$ cat src/rtl/tick_gen_pkg.sv
// Shared constants for the tick generator: default widths, channel indices
// and the standard emulator tick periods for a 100 MHz system clock.
// Optional feature macro used by this block: TICK_GEN_COUNT_EN.
package tick_gen_pkg;

  localparam int NUM_CH_DEF = 2;
  localparam int DIV_W_DEF  = 16;
  localparam int MULT_W_DEF = 5;

  localparam int CH_GB  = 0;
  localparam int CH_NES = 1;

  // 100 MHz / 4.194304 MHz = 23.84 -> 24 ; 100 MHz / 1.789773 MHz = 55.87 -> 56
  localparam int GB_DIV  = 24;
  localparam int NES_DIV = 56;

  // Standard period for a known channel index; 0 leaves the channel disabled.
  function automatic logic [DIV_W_DEF-1:0] std_period(input int ch);
    logic [DIV_W_DEF-1:0] p;
    p = '0;
    if (ch == CH_GB)  p = DIV_W_DEF'(GB_DIV);
    if (ch == CH_NES) p = DIV_W_DEF'(NES_DIV);
    return p;
  endfunction

endpackage

$ cat src/rtl/tick_gen_ch.sv
// One tick channel: accumulates mult_i per cycle and fires when the period
// is reached. Latency: tick registered, one cycle after the threshold crossing.
// Backpressure: none; en_i / mult_i=0 freeze, overruns clamp and set dropped_o.
// Ports: clk, rst (async active-high), en_i, sync_i, div_i (period), mult_i
// (step), clr_drop_i, tick_o, dropped_o, tick_cnt_o (TICK_GEN_COUNT_EN only).
module tick_gen_ch
  import tick_gen_pkg::*;
#(
  parameter int DIV_W  = DIV_W_DEF,
  parameter int MULT_W = MULT_W_DEF
) (
  input  logic              clk,
  input  logic              rst,
  input  logic              en_i,
  input  logic              sync_i,
  input  logic [DIV_W-1:0]  div_i,
  input  logic [MULT_W-1:0] mult_i,
  input  logic              clr_drop_i,
  output logic              tick_o,
  output logic              dropped_o
`ifdef TICK_GEN_COUNT_EN
  ,
  output logic [31:0]       tick_cnt_o
`endif
);

  localparam int AW = DIV_W + 1;
  localparam logic [DIV_W-1:0] DIV_ONE = DIV_W'(1);

  logic [AW-1:0]    acc_q, acc_d;
  logic [DIV_W-1:0] div_act_q, div_act_d;
  logic             tick_q, tick_d;
  logic             dropped_q, dropped_d;
  logic [AW-1:0]    sum;
  logic [AW-1:0]    rem;
  logic [AW-1:0]    div_ext;

`ifdef TICK_GEN_COUNT_EN
  logic [31:0] cnt_q, cnt_d;
`endif

  always_comb begin
    acc_d     = acc_q;
    div_act_d = div_act_q;
    tick_d    = 1'b0;
    // A new overrun below overrides the clear, so a set in the same cycle wins.
    dropped_d = dropped_q & ~clr_drop_i;
    div_ext   = {1'b0, div_act_q};
    sum       = acc_q + {{(AW-MULT_W){1'b0}}, mult_i};
    rem       = sum - div_ext;

    if (sync_i) begin
      acc_d = '0;
    end else if (en_i) begin
      if (div_act_q == '0) begin
        acc_d = '0;
        if (div_i != '0) div_act_d = div_i;
      end else if (mult_i != '0) begin
        if (sum >= div_ext) begin
          tick_d    = 1'b1;
          div_act_d = div_i;
          if (rem >= div_ext) begin
            // Step larger than the period: keep one tick per cycle, flag the loss.
            acc_d     = {1'b0, div_act_q - DIV_ONE};
            dropped_d = 1'b1;
          end else begin
            // Residue may exceed a shorter new period; next step then ticks at once.
            acc_d = rem;
          end
          if (div_i == '0) acc_d = '0;
        end else begin
          acc_d = sum;
        end
      end
    end
  end

`ifdef TICK_GEN_COUNT_EN
  always_comb begin
    cnt_d = cnt_q;
    if (sync_i)      cnt_d = '0;
    else if (tick_d) cnt_d = cnt_q + 32'd1;
  end
`endif

  always_ff @(posedge clk or posedge rst) begin
    if (rst) begin
      acc_q     <= '0;
      div_act_q <= '0;
      tick_q    <= 1'b0;
      dropped_q <= 1'b0;
    end else begin
      acc_q     <= acc_d;
      div_act_q <= div_act_d;
      tick_q    <= tick_d;
      dropped_q <= dropped_d;
    end
  end

`ifdef TICK_GEN_COUNT_EN
  always_ff @(posedge clk or posedge rst) begin
    if (rst) cnt_q <= '0;
    else     cnt_q <= cnt_d;
  end
  assign tick_cnt_o = cnt_q;
`endif

  assign tick_o    = tick_q;
  assign dropped_o = dropped_q;

endmodule

$ cat src/rtl/tick_gen.sv
// Multi-channel clock-enable generator feeding emulator core clock enables.
// Latency: each tick is registered, one cycle after its threshold crossing.
// Backpressure: none; en_i holds all channels, overruns set sticky dropped_o.
// Ports: clk, rst (async active-high), en_i, sync_i (phase align), div_i
// (per-channel periods, slice c*DIV_W), mult_i (shared step), clr_drop_i,
// tick_o, dropped_o; tick_cnt_o (NUM_CH*32) only with TICK_GEN_COUNT_EN.
module tick_gen
  import tick_gen_pkg::*;
#(
  parameter int NUM_CH = NUM_CH_DEF,
  parameter int DIV_W  = DIV_W_DEF,
  parameter int MULT_W = MULT_W_DEF
) (
  input  logic                    clk,
  input  logic                    rst,
  input  logic                    en_i,
  input  logic                    sync_i,
  input  logic [NUM_CH*DIV_W-1:0] div_i,
  input  logic [MULT_W-1:0]       mult_i,
  input  logic                    clr_drop_i,
  output logic [NUM_CH-1:0]       tick_o,
  output logic [NUM_CH-1:0]       dropped_o
`ifdef TICK_GEN_COUNT_EN
  ,
  output logic [NUM_CH*32-1:0]    tick_cnt_o
`endif
);

  // The step must fit in the accumulator arithmetic without truncation.
  if (MULT_W > DIV_W) begin : g_width_check
    $error("tick_gen: MULT_W must not exceed DIV_W");
  end

  for (genvar c = 0; c < NUM_CH; c++) begin : g_ch
    tick_gen_ch #(
      .DIV_W  (DIV_W),
      .MULT_W (MULT_W)
    ) u_ch (
      .clk        (clk),
      .rst        (rst),
      .en_i       (en_i),
      .sync_i     (sync_i),
      .div_i      (div_i[c*DIV_W +: DIV_W]),
      .mult_i     (mult_i),
      .clr_drop_i (clr_drop_i),
      .tick_o     (tick_o[c]),
      .dropped_o  (dropped_o[c])
`ifdef TICK_GEN_COUNT_EN
      ,
      .tick_cnt_o (tick_cnt_o[c*32 +: 32])
`endif
    );
  end

endmodule
$ cat config.mk
export PLATFORM = sky130hd
export DESIGN_NAME = tick_gen
export DESIGN_NICKNAME = d
export VERILOG_FILES = /design/src/rtl/tick_gen_pkg.sv /design/src/rtl/tick_gen_ch.sv /design/src/rtl/tick_gen.sv
export SDC_FILE = /design/constraint.sdc
export NUM_CORES = 1
export LEC_CHECK = 0
export CORE_MARGIN = 4
export CORE_UTILIZATION = 30
export CTS_CLUSTER_SIZE = 20
export DETAILED_ROUTE_END_ITERATION = 8
export PLACE_DENSITY = 0.54
export SKIP_CTS_REPAIR_TIMING = 1
export SLEW_MARGIN = 15
export SYNTH_ARGS = -nofsm -noshare
export SYNTH_HDL_FRONTEND = slang
export SYNTH_SLANG_ARGS = --single-unit
$ cat constraint.sdc
create_clock -name clk -period 6.3 [get_ports clk]
set_clock_uncertainty 0.1 [all_clocks]
set_input_delay 1.89 -clock clk [delete_from_list [all_inputs] [get_ports clk]]
set_output_delay 1.89 -clock clk [all_outputs]
set_load 0.05 [all_outputs]
==> metrics, run 1 <==
global placer's final weighted congestion=0.8862; Mapped Cells=~810; Clock Path Buffers=2; R2R setup slack=around 0.87 ns; Initial Utilization=30.77%; Yosys top cell area share=24.99%; Post-synth EDFFs=0; leading area contributor after synthesis=dfrtp_1; 1st-iter DRT viols=422; Total Routed Length=approximately 23000 um; Final ANT Viol Nets=0; Hold Path Class=reg -> reg; Max-cap violations=0; IO Port Bufs=45; Top FF cell, synth=dfrtp_1; M1 GR Usage=23.43%; startpoint types=primary input; Post-DP Area=0.009254 sq mm; fin cells=1360; setup slack after layout=-0.4307 ns; NumNets Final=1164; first-pass GRT wire length=approximately 35000 um; Crit path max-delay family=compound AO/OA/AOI/OAI gates; P per Cell Area=356.1 mW/mm^2; GRT Resource Usage Total=17.09%; row count=55; PnR Total Power=3.577 mW; post-synthesis cell type count=68; H-tree levels=3; Final setup viols=34; Util after Layout=44.10%; remaining global-route overflow=0; fmax=around 150 MHz; Worst Hold Slack=just over 0.4 ns; final instance area=0.01005 sq mm; hold path depth=1; CTS tree=yes; Worst Path Buf+Inv=3; drt first pass iters=5; DR WL/cell=~17 um; CP Class=in -> reg; synth top area cells=dfrtp_1 (25%), ha_1 (14%), xnor2_1 (7.5%); clock root cell=clkbuf_16; critical path's slowest cell=fa_2; initial antenna violation count=0; synthesized flop and latch total=70; DR DRC count=0; Synth async-reset ratio=between 90% and 100%; min cycle time layout=approximately 6.7 ns; period utilization=106.8%; leading cell types in the layout, fill and taps excluded=buf_4 (188), dfrtp_1 (70), ha_1 (68); Ys Warns=0; Reg clk slew, reported paths=0.05 ns; relative slew slack=44.31%; R2R depth=23; Least-Margin Pin Slew=0.8341 ns; setup slack at placement=-1.563 ns; largest net degree at the start of global routing=37; Post-Syn Area per Cell=8.664 sq um; core area=0.02278 sq mm; Req. time, crit path=6.42 ns; cell total after placement=between 1000 and 1500; Worst VDD drop=between 200 and 300 uV; post-synthesis cell area=0.007009 sq mm; post-synthesis sequential area ratio=24.99%; vias in the first global route=6719; grt met2 use=27.99%; Pins Over Slew Limit=0; status=complete, but fails checks; Reg2Reg Capture Point=g_ch[0].u_ch.acc_q[8]$_DFFE_PP0P_; Setup TNS=-8.045 ns; grt peak-use layer=met2; P&R area growth vs syn=43.32%; syn_nets=931; largest stage delay on the critical path=0.34 ns; share of post-route cells with drive strength above 1=30.66%; Antenna Cells=0; unrepaired setup endpoints after global routing=yes; Pleak=4.635 nW; die area=roughly 0.026 sq mm; Hold Crit Start=g_ch[0].u_ch.acc_q[16]$_DFFE_PP0P_; final hold vios=0; global routing usage on met3=2.489%; failing checks=negative setup slack; Sink Count=70; r2r startpoint=g_ch[0].u_ch.acc_q[0]$_DFFE_PP0P_; commonest non-fill, non-tap cell in the layout=buf_4; die outline width=160.9 um; dpl hpwl=18650 um; Clock Latency Late Sink=about 0.35 ns; worst path arrival time=~6.9 ns; Inserted Clock Buffers=9; CP Capture Type=flop; Vias/cell=roughly 5.1; hold worst-path end=g_ch[0].u_ch.acc_q[16]$_DFFE_PP0P_; via count=6900; Chip Height=~160 um; crit-path max FO=4; Top-Level Pins=between 40 and 50
[area by class of cell]
class                   instances  area (sq um)
clock buffers                  10         239.0
repair buffers                245          2024
inverters                      57         214.0
fillers                      2285         12730
well taps                     313         391.6
clock inverters                 6         61.31
multi-input cells             659          5364
flip-flops and latches         70          1752
[routing by layer]
metal | up-vias | wire, um
li1 | 3452 | -
met1 | 3292 | 10850
met2 | 127 | 10460
met3 | 29 | 794
met4 | 0 | 497
met5 | - | 0
[kinds of logic after synthesis]
logic type	share of synthesized area (%)
compound gates	22.76
fa+ha+maj	14.71
xor+xnor	9.496
buf+inv	4.659
flops	24.99
mux	6.462
simple gates	16.92
[power breakdown]
group	switching (mW)	internal [mW]
clock	0.214	0.316
combinational	1.17	1.27
sequential	0.0864	0.520
[sequential cells by signal, summed over array words and instances, names as in the netlist]
signal and count:
g_ch.u_ch.acc_q 34, g_ch.u_ch.div_act_q 32, g_ch.u_ch.dropped_o 2, g_ch.u_ch.tick_o 2
[synthesized netlist by cell type (all sizes together), types with 3 or more instances]
master,n
a2111oi,3
and3,11
a22oi,25
a211o,3
o31ai,6
mux2i,19
dfrtp,70
and3b,3
o31a,5
a211oi,5
o21bai,9
clkbuf,15
o211ai,8
or3,6
or4,8
nand2,55
ha,76
xnor2,60
buf,8
nor2,43
a21boi,3
nand4,12
mux2,20
o21ai,61
o221ai,5
o21a,14
nor3b,3
nand3,28
a31oi,3
o311ai,7
fa,4
xor2,16
nor4,17
and2,7
a21o,20
a21oi,39
inv,57
nor2b,14
nor3,15
a221oi,4
nand2b,4
[worst max-delay path by stage]
stage	start	end	slack [ns]	depth (start not counted)
floorplan	mult_i[0]	g_ch[0].u_ch.acc_q[8]$_DFFE_PP0P_	-0.21	23
global placement	mult_i[0]	g_ch[0].u_ch.acc_q[8]$_DFFE_PP0P_	-1.53	25
detailed placement	mult_i[0]	g_ch[0].u_ch.acc_q[8]$_DFFE_PP0P_	-1.56	25
CTS	mult_i[0]	g_ch[0].u_ch.acc_q[8]$_DFFE_PP0P_	-1.21	25
global route	mult_i[0]	g_ch[0].u_ch.acc_q[8]$_DFFE_PP0P_	-0.62	25
finish	mult_i[0]	g_ch[0].u_ch.acc_q[8]$_DFFE_PP0P_	-0.43	25
Power figures use the tool's default switching activity.
==> run 2: changes to the inputs <==
--- a/config.mk
+++ b/config.mk
@@ -10,6 +10,8 @@
 export CTS_CLUSTER_SIZE = 20
 export DETAILED_ROUTE_END_ITERATION = 8
 export PLACE_DENSITY = 0.54
+export RECOVER_POWER = 50
+export SETUP_SLACK_MARGIN = 0.5
 export SKIP_CTS_REPAIR_TIMING = 1
 export SLEW_MARGIN = 15
 export SYNTH_ARGS = -nofsm -noshare
==> constraint.sdc (replaced) <==
create_clock -name clk -period 8.5 [get_ports clk]
set_clock_uncertainty 0.1 [all_clocks]
set_input_delay 2.55 -clock clk [delete_from_list [all_inputs] [get_ports clk]]
set_output_delay 2.55 -clock clk [all_outputs]
set_load 0.05 [all_outputs]
==> metrics, run 2 (same netlist as run 1, synthesis figures left out) <==
vias in the first global route=6130; IO Port Bufs=45; CP startpoint=mult_i[3]; Pleak=roughly 3.9 nW; Reg clk slew, reported paths=around 0.06 ns; leading cell types in the layout, fill and taps excluded=ha_1 (74), dfrtp_1 (70), xnor2_1 (59); Sequential Area=0.001752 sq mm; dpl hpwl=16570 um; Req. time, crit path=8.63 ns; Worst VDD drop=147.5 uV; period utilization=91.45%; Hold Crit Start=g_ch[0].u_ch.acc_q[16]$_DFFE_PP0P_; Chip Height=160.9 um; CP Class=in -> reg; min cycle time layout=7.773 ns; grt met2 use=24.71%; top flop regs=g_ch.u_ch.acc_q: 34 flops, g_ch.u_ch.div_act_q: 32 flops; die area=0.02587 sq mm; Setup crit end=g_ch[0].u_ch.acc_q[8]$_DFFE_PP0P_; Clock Latency Late Sink=between 0.3 and 0.4 ns; CP Capture Type=flop; max reg flops=34; share of post-route cells with drive strength above 1=13.25%; Final ANT Viol Nets=0; via count=6389; Sink Count=70; largest net degree at the start of global routing=71; R2R depth=24; final hold vios=0; unrepaired setup endpoints after global routing=no; GRT Resource Usage Total=between 15 and 20%; R2R setup slack=2.91 ns; fmax=between 100 and 150 MHz; Fillers=between 2000 and 2500; drt first pass iters=5; r2r startpoint=g_ch[0].u_ch.acc_q[0]$_DFFE_PP0P_; Worst Hold Slack=slightly above 0.4 ns; failing checks=max-capacitance violations, max-slew violations; first-pass GRT wire length=32760 um; Final setup viols=0; DR WL/cell=~17 um; Top-Level Pins=46; Biggest register=g_ch.u_ch.acc_q; Antenna Cells=0; M1 GR Usage=22.85%; clock root cell=clkbuf_16; Clock Path Buffers=2; Hold Path Class=reg -> reg; Total Routed Length=20780 um; Inserted Clock Buffers=9; relative slew slack=-175.7%; Setup TNS=0 ns; Max-cap violations=1; area of the multi-input gates=~0.0050 sq mm; P&R area growth vs syn=22.47%; P per Cell Area=261.7 mW/mm^2; die outline width=160.9 um; startpoint types=primary input; Pins Over Slew Limit=71; NumNets Final=approximately 1000; row count=55; remaining global-route overflow=0; grt peak-use layer=met2; global routing usage on met3=2.053%; worst path arrival time=7.91 ns; 1st-iter DRT viols=approximately 400; H-tree levels=3; commonest non-fill, non-tap cell in the layout=ha_1; DR DRC count=0; Least-Margin Pin Slew=4.136 ns; Initial Utilization=30.77%; crit-path max FO=4; core area=0.02278 sq mm; status=complete, but fails checks; initial antenna violation count=1; global placer's final weighted congestion=approximately 0.9; Vias/cell=5.241; CTS tree=yes; Reg2Reg Capture Point=g_ch[0].u_ch.acc_q[8]$_DFFE_PP0P_
## run 2: cell types whose count changed in the layout (fill, tap and decap cells not counted), sizes merged
cell / change
buf: -145
clkinv: -3
dlygate4sd3: +3
clkdlybuf4s50: -1
clkinvlp: +2
dlymetal6s2s: +1
inv: +2
## run 2: how the worst min path moves through the flow
stage,to,slack [ns],depth (start not counted)
after floorplan,g_ch[1].u_ch.dropped_o$_DFF_PP0_,0.36,1
after global placement,g_ch[0].u_ch.acc_q[16]$_DFFE_PP0P_,0.39,1
after detailed placement,g_ch[1].u_ch.dropped_o$_DFF_PP0_,0.39,1
after CTS,g_ch[0].u_ch.acc_q[16]$_DFFE_PP0P_,0.42,1
after global routing,g_ch[1].u_ch.dropped_o$_DFF_PP0_,0.44,1
final,g_ch[0].u_ch.acc_q[16]$_DFFE_PP0P_,0.41,1
## run 2: power breakdown
group,internal [mW],switching (mW)
combinational,0.657,0.731
sequential,0.385,0.0640
clock,0.232,0.178
total,1.27,0.973
## run 2: worst max-delay path, cell delays in order
cell and delay [ns]:
clkdlybuf4s50_1 0.57, ha_1 0.42, o21a_1 0.20, o31a_1 0.12
buf_4 0.15, nor2_1 0.12, nor2_1 0.09, xor2_1 0.15
ha_1 0.29, a21o_1 0.21, a21oi_2 0.19, nand4_1 0.19
a31o_2 0.30, a31oi_1 0.19, xnor2_1 0.18, ha_1 0.28
nor2b_1 0.14, a2111o_1 0.42, a41o_1 0.23, o311ai_2 0.09
o21ai_2 0.16, mux2_2 0.33, a221o_1 0.34
## run 2: area by class of cell
class | instances | area share [%]
repair buffers | 104 | 10.49
multi-input cells | 659 | 58.48
inverters | 57 | 2.492
flip-flops and latches | 70 | 20.41
clock buffers | 9 | 2.624
well taps | 313 | 4.562
clock inverters | 7 | 0.9474
## run 2: layer usage
layer,part of all wire [%],up-vias
li1,-,3196
met3,3.5,21
met5,0,-
met1,50,3034
met4,1.3,0
met2,45,138
## run 2: stage by stage
stage | cells | area, sq um | setup WS, ns | power [mW] | util (%)
6_report | 1219 | 8584 | 0.7266 | 2.247 | 37.69
5_1_grt | 1219 | 8584 | 0.4484 | 2.443 | 37.69
3_5_place_dp | 1193 | 8112 | 0.002562 | 1.800 | 35.61
4_1_cts | 1209 | 8418 | 0.3748 | 2.220 | 36.96
2_1_floorplan | 809 | 7009 | 0.8844 | 1.414 | -
3_3_place_gp | 1193 | 8112 | 0.03097 | 1.806 | 35.61
==> run 3: changes to the inputs <==
--- a/config.mk
+++ b/config.mk
@@ -6,10 +6,10 @@
 export NUM_CORES = 1
 export LEC_CHECK = 0
 export CORE_MARGIN = 4
-export CORE_UTILIZATION = 30
+export CORE_UTILIZATION = 32
 export CTS_CLUSTER_SIZE = 20
 export DETAILED_ROUTE_END_ITERATION = 8
-export PLACE_DENSITY = 0.54
+export PLACE_DENSITY = 0.56
 export RECOVER_POWER = 50
 export SETUP_SLACK_MARGIN = 0.5
 export SKIP_CTS_REPAIR_TIMING = 1
==> metrics, run 3 (same netlist as run 1, synthesis figures left out) <==
drt first pass iters=5; CP Capture Type=flop; core area=about 0.021 sq mm; Sink Count=70; startpoint types=primary input; final hold vios=0; setup slack at placement=-0.02407 ns; max reg flops=34; Reg2Reg Capture Point=g_ch[0].u_ch.acc_q[5]$_DFFE_PP0P_; Top-Level Pins=46; Pleak=approximately 3.7 nW; CP Class=in -> reg; Pins Over Slew Limit=71; dpl hpwl=16280 um; Req. time, crit path=8.63 ns; largest stage delay on the critical path=between 0.5 and 0.6 ns; CTS tree=yes; row count=53; Biggest register=g_ch.u_ch.acc_q; worst path arrival time=7.87 ns; Setup TNS=0 ns; die outline width=156 um; vias in the first global route=6089; largest net degree at the start of global routing=71; hold path depth=1; r2r startpoint=g_ch[0].u_ch.acc_q[0]$_DFFE_PP0P_; period utilization=91.05%; Hold Path Class=reg -> reg; Final ANT Viol Nets=0; Clock Latency Late Sink=0.35 ns; fmax=129.2 MHz; Antenna Cells=0; global placer's final weighted congestion=0.8797; P&R area growth vs syn=19.10%; area of the multi-input gates=0.005022 sq mm; initial antenna violation count=0; GRT Resource Usage Total=~17%; P per Cell Area=265.8 mW/mm^2; Worst VDD drop=214.4 uV; NumNets Final=1000; crit-path max FO=4; Post-DP Area=between 0.007 and 0.008 sq mm; share of post-route cells with drive strength above 1=11.22%; min cycle time layout=7.739 ns; Reg clk slew, reported paths=0.06 ns; Clock Path Buffers=2; setup slack after layout=around 0.76 ns; final instance area=approximately 0.0083 sq mm; 1st-iter DRT viols=441; DR DRC count=0; Inserted Clock Buffers=9; Chip Height=between 150 and 200 um; Max-cap violations=1; Fillers=2207; H-tree levels=3; leading cell types in the layout, fill and taps excluded=ha_1 (73), dfrtp_1 (70), xnor2_1 (60); top flop regs=g_ch.u_ch.acc_q: 34 flops, g_ch.u_ch.div_act_q: 32 flops; first-pass GRT wire length=32220 um; clock root cell=clkbuf_16; via count=roughly 6400; commonest non-fill, non-tap cell in the layout=ha_1; CP cell instances=clkdlybuf4s50_1, ha_1, nor2b_1, o31a_1, o21ai_0, xnor2_1, ha_2, or3_1, o21ai_1, o21ai_1, a22oi_1, mux2i_1, nand2_1, ha_1, a21oi_1, nor2b_1, a2111o_1, a41o_1, o311ai_2, o21ai_2, mux2_2, a221o_1; critical path's slowest cell=clkdlybuf4s50_1; IO Port Bufs=45; failing checks=max-capacitance violations, max-slew violations; Final setup viols=0; hold worst-path end=g_ch[1].u_ch.dropped_o$_DFF_PP0_; R2R setup slack=2.99 ns; Vias/cell=5.561; Initial Utilization=32.93%; DR WL/cell=approximately 18 um; Total Routed Length=around 20000 um; Least-Margin Pin Slew=4.046 ns; Hold Crit Start=g_ch[1].u_ch.dropped_o$_DFF_PP0_; remaining global-route overflow=0; relative slew slack=-169.8%; unrepaired setup endpoints after global routing=no; status=complete, but fails checks; Sequential Area=roughly 0.0018 sq mm; R2R depth=24; die area=around 0.024 sq mm
==> run 3: worst max-delay path by stage <==
stage | startpoint | endpoint | slack (ns)
after detailed placement | mult_i[0] | g_ch[1].u_ch.acc_q[14]$_DFFE_PP0P_ | -0.02
after CTS | mult_i[0] | g_ch[1].u_ch.acc_q[14]$_DFFE_PP0P_ | 0.31
after floorplan | mult_i[0] | g_ch[1].u_ch.acc_q[2]$_DFFE_PP0P_ | 0.88
after global routing | mult_i[3] | g_ch[0].u_ch.acc_q[5]$_DFFE_PP0P_ | 0.47
after global placement | mult_i[0] | g_ch[1].u_ch.acc_q[14]$_DFFE_PP0P_ | 0.08
final | mult_i[2] | g_ch[0].u_ch.acc_q[5]$_DFFE_PP0P_ | 0.76
==> run 3: through the flow <==
stage,hold slack (ns),std cells,utilization [%],power [mW]
6_report,0.4152,1157,39.22,2.219
5_1_grt,0.4348,1157,39.22,2.407
4_1_cts,0.4205,1154,38.70,2.169
3_5_place_dp,0.4002,1139,37.34,1.762
3_3_place_gp,0.3922,1139,37.34,1.769
2_1_floorplan,0.3559,809,-,1.414
==> run 3: where the power goes <==
| part | switching, mW | internal (mW) | leakage [nW] |
|---|---|---|---|
| Combinational | 0.741 | 0.640 | 2.71 |
| Sequential | 0.0642 | 0.385 | 0.879 |
| Clock | 0.156 | 0.233 | 0.141 |
==> run 3: routing by layer <==
metal	vias up	global-route usage, %	routed length, um
li1	3153	-	-
met1	3120	22.09	9317
met2	135	27.98	9836
met3	26	2.497	745
met4	0	5.211	396
met5	-	0	0
==> run 3: critical path: cells and delay by family <==
kind | cells | cell delay (ns)
muxes | 2 | 0.58
and+or+nand+nor | 4 | 0.70
xor gates and xnor gates | 1 | 0.15
adders and majority gates | 3 | 0.91
AOI/OAI and AO/OA | 11 | 2.47
buffers and inverters | 1 | 0.51
==> run 3: cell type report <==
| type | instances | share of cell area [%] |
|---|---|---|
| multi-input cells | 659 | 60.16 |
| flip-flops and latches | 70 | 20.98 |
| repair buffers | 81 | 8.693 |
| well taps | 275 | 4.122 |
| clock buffers | 11 | 2.908 |
| inverters | 57 | 2.563 |
| clock inverters | 4 | 0.5695 |
